$ cat src/rtl/rv32i_types.sv
// Shared types for the pipeline hazard controller: FSM state encoding,
// the NOP control word that a flush loads, and the load-use hazard test.
package rv32i_types;

  typedef enum logic [1:0] {
    RUN       = 2'd0,
    IMEM_WAIT = 2'd1,
    DMEM_WAIT = 2'd2,
    BOTH_WAIT = 2'd3
  } hz_state_e;

  typedef struct packed {
    logic [4:0] rs1;
    logic [4:0] rs2;
    logic [4:0] rd;
    logic       dmem_read;
    logic       dmem_write;
    logic       reg_write;
    logic       jump;
    logic       branch;
  } ctrl_word_t;

  localparam ctrl_word_t NOP_CTRL = '{
    rs1: 5'd0, rs2: 5'd0, rd: 5'd0, dmem_read: 1'b0,
    dmem_write: 1'b0, reg_write: 1'b0, jump: 1'b0, branch: 1'b0
  };

  // x0 is hard-wired, so a load targeting it never creates a dependency
  function automatic logic load_use_hazard(input logic [4:0] ex_rd, input logic ex_dmem_read,
                                           input logic [4:0] rs1, input logic [4:0] rs2);
    return ex_dmem_read & (ex_rd != 5'd0) & ((ex_rd == rs1) | (ex_rd == rs2));
  endfunction

endpackage

$ cat src/rtl/pipeline_hazard_ctrl_sat_counter.sv
// Saturating up-counter with synchronous clear; the clear wins over an increment.
module sat_counter
  import rv32i_types::*;
#(
  parameter int CNT_W = 32
) (
  input  logic             clk,
  input  logic             rst,
  input  logic             inc,
  input  logic             clr,
  output logic [CNT_W-1:0] cnt
);

  logic [CNT_W-1:0] cnt_d, cnt_q;

  // next count: clear, saturating increment, or hold
  always_comb begin
    cnt_d = cnt_q;
    if (clr) begin
      cnt_d = {CNT_W{1'b0}};
    end else if (inc && (cnt_q != {CNT_W{1'b1}})) begin
      cnt_d = cnt_q + CNT_W'(1);
    end else begin
      cnt_d = cnt_q;
    end
  end

  // count register
  always_ff @(posedge clk) begin
    if (rst) begin
      cnt_q <= {CNT_W{1'b0}};
    end else begin
      cnt_q <= cnt_d;
    end
  end

  assign cnt = cnt_q;

endmodule

$ cat src/rtl/pipeline_hazard_ctrl.sv
// Five-stage pipeline hazard controller: memory-wait stalls, redirect flushes,
// load-use bubbles, a sticky memory-timeout flag and performance counters.
module pipeline_hazard_ctrl
  import rv32i_types::*;
#(
  parameter int TIMEOUT = 1023,
  parameter int CNT_W   = 32
) (
  input  logic             clk,
  input  logic             rst,
  input  logic [4:0]       id_rs1,
  input  logic [4:0]       id_rs2,
  input  logic [4:0]       ex_rd,
  input  logic             ex_dmem_read,
  input  logic             ex_redirect,
  input  logic             mem_dmem_req,
  input  logic             imem_resp,
  input  logic             dmem_resp,
  input  logic             cnt_clear,
  output logic             imem_read,
  output logic             load_pc,
  output logic             load_if_id,
  output logic             load_id_ex,
  output logic             load_ex_mem,
  output logic             load_mem_wb,
  output logic             flush_if_id,
  output logic             flush_id_ex,
  output logic [1:0]       state,
  output logic             hang,
  output logic [CNT_W-1:0] stall_cnt,
  output logic [CNT_W-1:0] bubble_cnt,
  output logic [CNT_W-1:0] flush_cnt
);

  localparam int WAIT_W = (TIMEOUT < 2) ? 1 : $clog2(TIMEOUT + 1);

  hz_state_e   state_d, state_q;
  logic [WAIT_W-1:0] wait_cnt_d, wait_cnt_q;
  logic        hang_d, hang_q;
  logic        imem_wait, dmem_wait, mem_stall, load_use;
  logic        do_stall, do_redirect, do_bubble;

  assign imem_wait   = ~imem_resp;
  assign dmem_wait   = mem_dmem_req & ~dmem_resp;
  assign mem_stall   = imem_wait | dmem_wait;
  assign load_use    = load_use_hazard(ex_rd, ex_dmem_read, id_rs1, id_rs2);

  // Held redirect/load-use needs no storage: EX is frozen during a stall, so the
  // same inputs are still present in the first cycle the stall clears.
  assign do_stall    = ~rst & mem_stall;
  assign do_redirect = ~rst & ~mem_stall & ex_redirect;
  assign do_bubble   = ~rst & ~mem_stall & ~ex_redirect & load_use;

  // state, wait timer and hang flag registers
  always_ff @(posedge clk) begin
    if (rst) begin
      state_q    <= RUN;
      wait_cnt_q <= {WAIT_W{1'b0}};
      hang_q     <= 1'b0;
    end else begin
      state_q    <= state_d;
      wait_cnt_q <= wait_cnt_d;
      hang_q     <= hang_d;
    end
  end

  // next state, wait timer (saturates at TIMEOUT) and sticky hang
  always_comb begin
    state_d = RUN;
    case ({imem_wait, dmem_wait})
      2'b11:   state_d = BOTH_WAIT;
      2'b10:   state_d = IMEM_WAIT;
      2'b01:   state_d = DMEM_WAIT;
      default: state_d = RUN;
    endcase
    wait_cnt_d = {WAIT_W{1'b0}};
    if (state_q == RUN) begin
      wait_cnt_d = {WAIT_W{1'b0}};
    end else if (wait_cnt_q == WAIT_W'(TIMEOUT)) begin
      wait_cnt_d = wait_cnt_q;
    end else begin
      wait_cnt_d = wait_cnt_q + WAIT_W'(1);
    end
    hang_d = hang_q | (wait_cnt_d == WAIT_W'(TIMEOUT));
  end

  // pipeline enables and flushes, priority reset > stall > redirect > load-use
  always_comb begin
    imem_read   = 1'b1;
    load_pc     = 1'b1;
    load_if_id  = 1'b1;
    load_id_ex  = 1'b1;
    load_ex_mem = 1'b1;
    load_mem_wb = 1'b1;
    flush_if_id = 1'b0;
    flush_id_ex = 1'b0;
    if (rst) begin
      imem_read   = 1'b0;
      {load_pc, load_if_id, load_id_ex, load_ex_mem, load_mem_wb} = 5'b00000;
      {flush_if_id, flush_id_ex} = 2'b11;
    end else if (mem_stall) begin
      {load_pc, load_if_id, load_id_ex, load_ex_mem, load_mem_wb} = 5'b00000;
    end else if (ex_redirect) begin
      {flush_if_id, flush_id_ex} = 2'b11;
    end else if (load_use) begin
      {load_pc, load_if_id} = 2'b00;
      flush_id_ex = 1'b1;
    end else begin
      flush_if_id = 1'b0;
    end
  end

  sat_counter #(.CNT_W(CNT_W)) u_stall_cnt (
    .clk(clk), .rst(rst), .inc(do_stall), .clr(cnt_clear), .cnt(stall_cnt)
  );

  sat_counter #(.CNT_W(CNT_W)) u_bubble_cnt (
    .clk(clk), .rst(rst), .inc(do_bubble), .clr(cnt_clear), .cnt(bubble_cnt)
  );

  sat_counter #(.CNT_W(CNT_W)) u_flush_cnt (
    .clk(clk), .rst(rst), .inc(do_redirect), .clr(cnt_clear), .cnt(flush_cnt)
  );

  assign state = state_q;
  assign hang  = hang_q;

endmodule

$ cat config.mk
export PLATFORM = sky130hd
export DESIGN_NAME = pipeline_hazard_ctrl
export DESIGN_NICKNAME = d
export VERILOG_FILES = /design/src/rtl/rv32i_types.sv /design/src/rtl/pipeline_hazard_ctrl_sat_counter.sv /design/src/rtl/pipeline_hazard_ctrl.sv
export SDC_FILE = /design/constraint.sdc
export NUM_CORES = 1
export LEC_CHECK = 0
export BUFFER_PORTS_ARGS = -buffer_cell sky130_fd_sc_hd__buf_2
export CAP_MARGIN = 20
export CORE_MARGIN = 2
export CORE_UTILIZATION = 32
export CTS_CLUSTER_SIZE = 28
export DETAILED_ROUTE_END_ITERATION = 6
export PLACE_DENSITY_LB_ADDON = 0.25
export SLEW_MARGIN = 30
export SYNTH_ARGS = -nofsm -noshare
export SYNTH_HDL_FRONTEND = slang
export SYNTH_SLANG_ARGS = --single-unit
$ cat constraint.sdc
create_clock -name clk -period 2.3 [get_ports clk]
set_clock_uncertainty 0.15 [all_clocks]
set_input_delay 0.23 -clock clk [delete_from_list [all_inputs] [get_ports clk]]
set_output_delay 0.23 -clock clk [all_outputs]
set_load 0.01 [all_outputs]
== Yosys cells after proc, flatten, opt, wreduce, memory -nomap -nowiden ==
Index checks and enable logic that the tools add are counted.
Cells by class
  add/subtract/negate cells: 4
  multiply operators: 0
  div/mod/pow operators: 0
  magnitude comparators: 0
  equality and inequality tests: 10
  shift-type cells: 0
  muxes and demuxes: 17
  bitwise logic cells: 16
  reductions and logical operators: 6
Operators with widths (count)
  32-bit by 1-bit adder with 32-bit output (second input constant): 3
  32-bit != test (second input constant): 3
  10-bit equality test (second input constant): 2
  10-bit two-way mux: 2
  1-bit two-way mux: 14
  10-bit by 1-bit adder with 10-bit output (second input constant): 1
  5-bit equality test: 2
  1-bit AND: 8
  2-bit case mux with 3 select lines: 1
  1-bit NOT: 5
  5-bit nonzero test: 1
  2-bit equality test (second input constant): 2
  1-bit logical AND: 3
  1-bit bitwise OR: 3
  2-bit by 1-bit equality test with 1-bit output (second input constant): 1
  2-bit zero test: 1
  2-bit OR reduction: 1
Word-level totals
  register bits after elaboration: 109
  latch bits: 0
  memory bits (writable): 0
  ROM bits: 0
  bits of input ports: 23
  output and inout bits: 107
  word-level logic and storage cells: 59
  memories kept: 0

== Depth between registers and ports, before layout ==
  word-level depth: 8
  depth in mapped cells: 9

== Hierarchy ==
A second synthesis with hierarchy kept.
Second synthesis, totals
  cells, all modules: 702
  area, all modules: 5759.3 um2
By module, submodules not included
  sat_counter: instances 3, cells each 198, area an instance 1620.3 um2, seq. area each 640.6 um2
  pipeline_hazard_ctrl: instances 1, cells each 108, area an instance 898.4 um2, seq. area each 260.2 um2

== Worst setup path after synthesis ==
No wires, ideal clock.
  path kind: register to register
  from: register u_bubble_cnt.cnt_q[0], in the netlist u_bubble_cnt.cnt[0]
  to: register u_bubble_cnt.cnt_q[1], in the netlist u_bubble_cnt.cnt[1]
  setup time: 128 ps
  data arrival time: 2229 ps
  slack: -206 ps
  cell stages (with the launch flop): 10
  buffers on the path: 2
  clock period less this slack: 2506 ps
  cells stage by stage: dfxtp_1 -> ha_1 -> nand4_1 -> nor4_1 -> a311oi_2 -> nand2_2 -> buf_2 -> buf_4 -> mux2i_1 -> nor2_1
Between the ends
  cells in the longest elaborated chain, start to end: 2
RTL lines
  start: declaration: RTL line pipeline_hazard_ctrl_sat_counter.sv:14  | logic [CNT_W-1:0] cnt_d, cnt_q;
  start signal: assignment: RTL line pipeline_hazard_ctrl_sat_counter.sv:31  | cnt_q <= {CNT_W{1'b0}};
  start signal: assignment: RTL line pipeline_hazard_ctrl_sat_counter.sv:33  | cnt_q <= cnt_d;
  parallel branches: the longest is 2 deep, another holds 32-bit by 1-bit adder with 32-bit output
Parallel ways; which one is timed is not known.
A chain may end at the register's enable or synchronous reset.

== Worst setup path after layout ==
  from: register u_bubble_cnt.cnt_q[20], in the netlist u_bubble_cnt.cnt[20]
  to: register u_bubble_cnt.cnt_q[22], in the netlist u_bubble_cnt.cnt[22]
The elaborated chain is that of the path after synthesis.

==> summary.json <==
{
  "outcome": "complete, no violations",
  "layout-drive-gt1-share_pct": 30.0,
  "final-hold-violation-count": 0,
  "post-place-cells": 1085,
  "critical_path.endpoint_type": "flip-flop",
  "postPlaceCellArea_sq_um": 6960,
  "die_x_microns": 135,
  "final_instance_area_sq_um": 7370,
  "setup_viol_count_final": 0,
  "cts_root_buf": "sky130_fd_sc_hd__clkbuf_16",
  "globalplace.congestion": 0.797,
  "seq_area_frac_synth_pct": 40.0,
  "detail-route-antenna-nets": 0,
  "synth_top_cell_area_share_pct": 40.0,
  "report.final.slew_viol_count": 0,
  "synth-main-ff-cell": "sky130_fd_sc_hd__dfxtp_1",
  "final_cell_count_no_fill": 1105,
  "postSynthAreaPerCell_sq_um": 8.08,
  "synth_warnings": 0,
  "ys_seq_elements": 109,
  "synth.net_count": 702,
  "port_buffers": 129,
  "final.fill_count": 1680,
  "async_reset_ff_share_pct": 0,
  "synthesis.instances": 675,
  "tightest_slew_ns": 0.606,
  "io_pins": 130,
  "rsz_0062_raised_after_global_routing": "true",
  "vias": 5564,
  "path_max_fanout": 14,
  "cp-start-kind": "flip-flop",
  "postRouteWirelength_microns": 15500,
  "routedWlPerCell_microns": 14.0,
  "grt.overflow.total": 0,
  "ctsHtreeMaxLevel": 3,
  "viasPerCell": 5.04,
  "path_clk_slew_ns": 0.07,
  "min-delay-path-class": "input port to flip-flop",
  "cts.sinks": 109,
  "setup.reg_to_reg.worst_slack_ns": 0.09,
  "grt_pass1_wl_microns": 24600,
  "cts_buffers": 9,
  "preCtsSetupSlack_ns": -0.0954,
  "hold_depth": 3,
  "reg2regPathDepth": 7,
  "floorplan.initialDensity_pct": 32.8,
  "power_per_cell_area_nw_per_um2": 492,
  "final_common_cell": "sky130_fd_sc_hd__buf_2",
  "maximum_number_of_pins_on_one_net_before_global_route_repair": 35,
  "core_region_area_sq_um": 16600,
  "dieHeight_microns": 135,
  "whs_endpoint": "u_bubble_cnt.cnt[26]",
  "track_usage_pct": 16.7,
  "worstSkewPairLatency_ns": 0.35,
  "synth_top_area_cell": "sky130_fd_sc_hd__dfxtp_1",
  "core.rowCount": 47,
  "worst_r2r_endpoint": "u_bubble_cnt.cnt[22]",
  "vdd_drop_max_uv": 358,
  "layout.cells.most_common_list": "129 x sky130_fd_sc_hd__buf_2, 107 x sky130_fd_sc_hd__dfxtp_1, 91 x sky130_fd_sc_hd__buf_4, 79 x sky130_fd_sc_hd__nor2_1",
  "number_of_enable_flip_flop_cells_after_synthesis": 0,
  "tritoncts": "done",
  "clock_path_buffers": 2,
  "drtIter0Drc": 219,
  "critPathArrivalTime_ns": 2.33,
  "synthesis.area_sq_um": 5460,
  "design.final.nets": 906,
  "crit-reg2reg-launch": "u_bubble_cnt.cnt[20]",
  "post-route-worst-setup-slack_ns": 0.0916,
  "synthTopCellsByArea": "sky130_fd_sc_hd__dfxtp_1 40%, sky130_fd_sc_hd__xnor2_1 7.2%, sky130_fd_sc_hd__nor2_1 5.4%, sky130_fd_sc_hd__nand4_1 4.8%, sky130_fd_sc_hd__nand3_1 4.2%",
  "flow.area_growth_from_synthesis_pct": 35.0,
  "timing.max_cap.violations": 0,
  "detailedRoute.firstPassIterationCount": 4,
  "worstHoldStart": "cnt_clear",
  "place_hpwl_microns": 11500,
  "grt_antenna_before_repair": 1,
  "timing.hold.ws_ns": 0.0554,
  "yosys.cell_types.count": 47,
  "power.total_mw": 3.63,
  "max_slew_margin_pct": 59.2,
  "final_min_period_over_clock_period_pct": 96.0,
  "setup.worst_path.class": "flip-flop to flip-flop",
  "grt_pass1_vias": 4933,
  "max_freq_mhz": 453,
  "cp.required_ns": 2.42,
  "post-route-drc-count": 0,
  "final_period_minus_worst_setup_slack_ns": 2.21,
  "static-leakage-power_nw": 2.82,
  "dieArea_sq_um": 18100
}
## metrics by stage
stage,util (%),setup TNS [ns]
final,44.3,0
after global placement,41.8,-0.453
after floorplan,-,0
after CTS,43.7,0
after global routing,44.3,-0.107
after detailed placement,41.8,-1.15
## cell usage after synthesis (10+ instances only)
library cell,n
sky130_fd_sc_hd__a21oi_1,40
sky130_fd_sc_hd__and3_1,14
sky130_fd_sc_hd__clkbuf_1,24
sky130_fd_sc_hd__dfxtp_1,109
sky130_fd_sc_hd__inv_1,12
sky130_fd_sc_hd__nand2_1,44
sky130_fd_sc_hd__nand3_1,46
sky130_fd_sc_hd__nand4_1,42
sky130_fd_sc_hd__nor2_1,79
sky130_fd_sc_hd__nor3_1,33
sky130_fd_sc_hd__nor4_1,13
sky130_fd_sc_hd__o21ai_0,33
sky130_fd_sc_hd__or3_1,32
sky130_fd_sc_hd__or4_1,10
sky130_fd_sc_hd__xnor2_1,45
sky130_fd_sc_hd__xor2_1,23
## sequential cells by signal, indices dropped and copies added (netlist names)
signal / flops
wait_cnt_q: 10
u_bubble_cnt.cnt: 32
state: 2
u_stall_cnt.cnt: 32
u_flush_cnt.cnt: 32
hang: 1
## routing by layer
layer  global-route usage [%]  wire length, microns  vias up  part of all wire [%]
met5                        0                     0        -                     0
met4                     5.91                   345        0                   2.2
met3                     2.67                   698       18                   4.5
met2                     25.8                  7020      123                    45
met1                     23.6                  7430     2573                    48
li1                         -                     -     2850                     -
## power breakdown
part	switching (mW)	internal, mW
clock	0.689	0.872
sequential	0.00508	1.89
combinational	0.102	0.0673
## cells by family (layout without fill, tap and decap cells)
kind of cell | Yosys count | after routing | synth area share (%)
AO/OA/AOI/OAI | 99 | 99 | 10.5
XOR/XNOR | 68 | 68 | 10.9
adder cells (fa/ha/maj) | 4 | 4 | 0.917
buffers and inverters | 45 | 253 | 3.60
flip-flops | 109 | 109 | 40.0
multiplexers | 7 | 7 | 1.28
other | 0 | 1 | 0
AND/OR/NAND/NOR | 343 | 344 | 32.8
## final cells by class
class	instances	area (sq um)	area share, %
inverters	14	52.6	0.713
multi-input cells	522	3190	43.3
clock buffers	12	246	3.35
clock inverters	4	47.5	0.645
diodes	1	2.50	0.0340
well taps	220	275	3.74
repair buffers	223	1370	18.6
flip-flops and latches	109	2180	29.7
## worst max-delay path, cell delays in order (launching register included)
cell and delay [ns]:
sky130_fd_sc_hd__dfxtp_1 0.31, sky130_fd_sc_hd__and4_1 0.21, sky130_fd_sc_hd__and4_4 0.22, sky130_fd_sc_hd__a311oi_4 0.41, sky130_fd_sc_hd__nand2_4 0.16, sky130_fd_sc_hd__buf_6 0.18
sky130_fd_sc_hd__or3_1 0.34, sky130_fd_sc_hd__a21oi_1 0.16
## worst max-delay path by stage
stage	endpoint	slack, ns	start
after floorplan	u_stall_cnt.cnt[15]	0.005	u_stall_cnt.cnt[6]
after global placement	u_bubble_cnt.cnt[23]	-0.05	mem_dmem_req
after detailed placement	u_bubble_cnt.cnt[22]	-0.1	mem_dmem_req
after CTS	u_bubble_cnt.cnt[22]	0.004	u_bubble_cnt.cnt[0]
after global routing	u_bubble_cnt.cnt[30]	-0.02	u_bubble_cnt.cnt[1]
final	u_bubble_cnt.cnt[22]	0.09	u_bubble_cnt.cnt[20]
## what timing repair did
action | 4_1_cts | 5_1_grt
pin swaps | 0 | 6
resized for setup | 2 | 20
gates cloned | 0 | 1
endpoints found under the setup margin | 17 | 37
setup buffers | 0 | 2
hold buffers | 0 | 0
(Power assumes the default switching activity.)
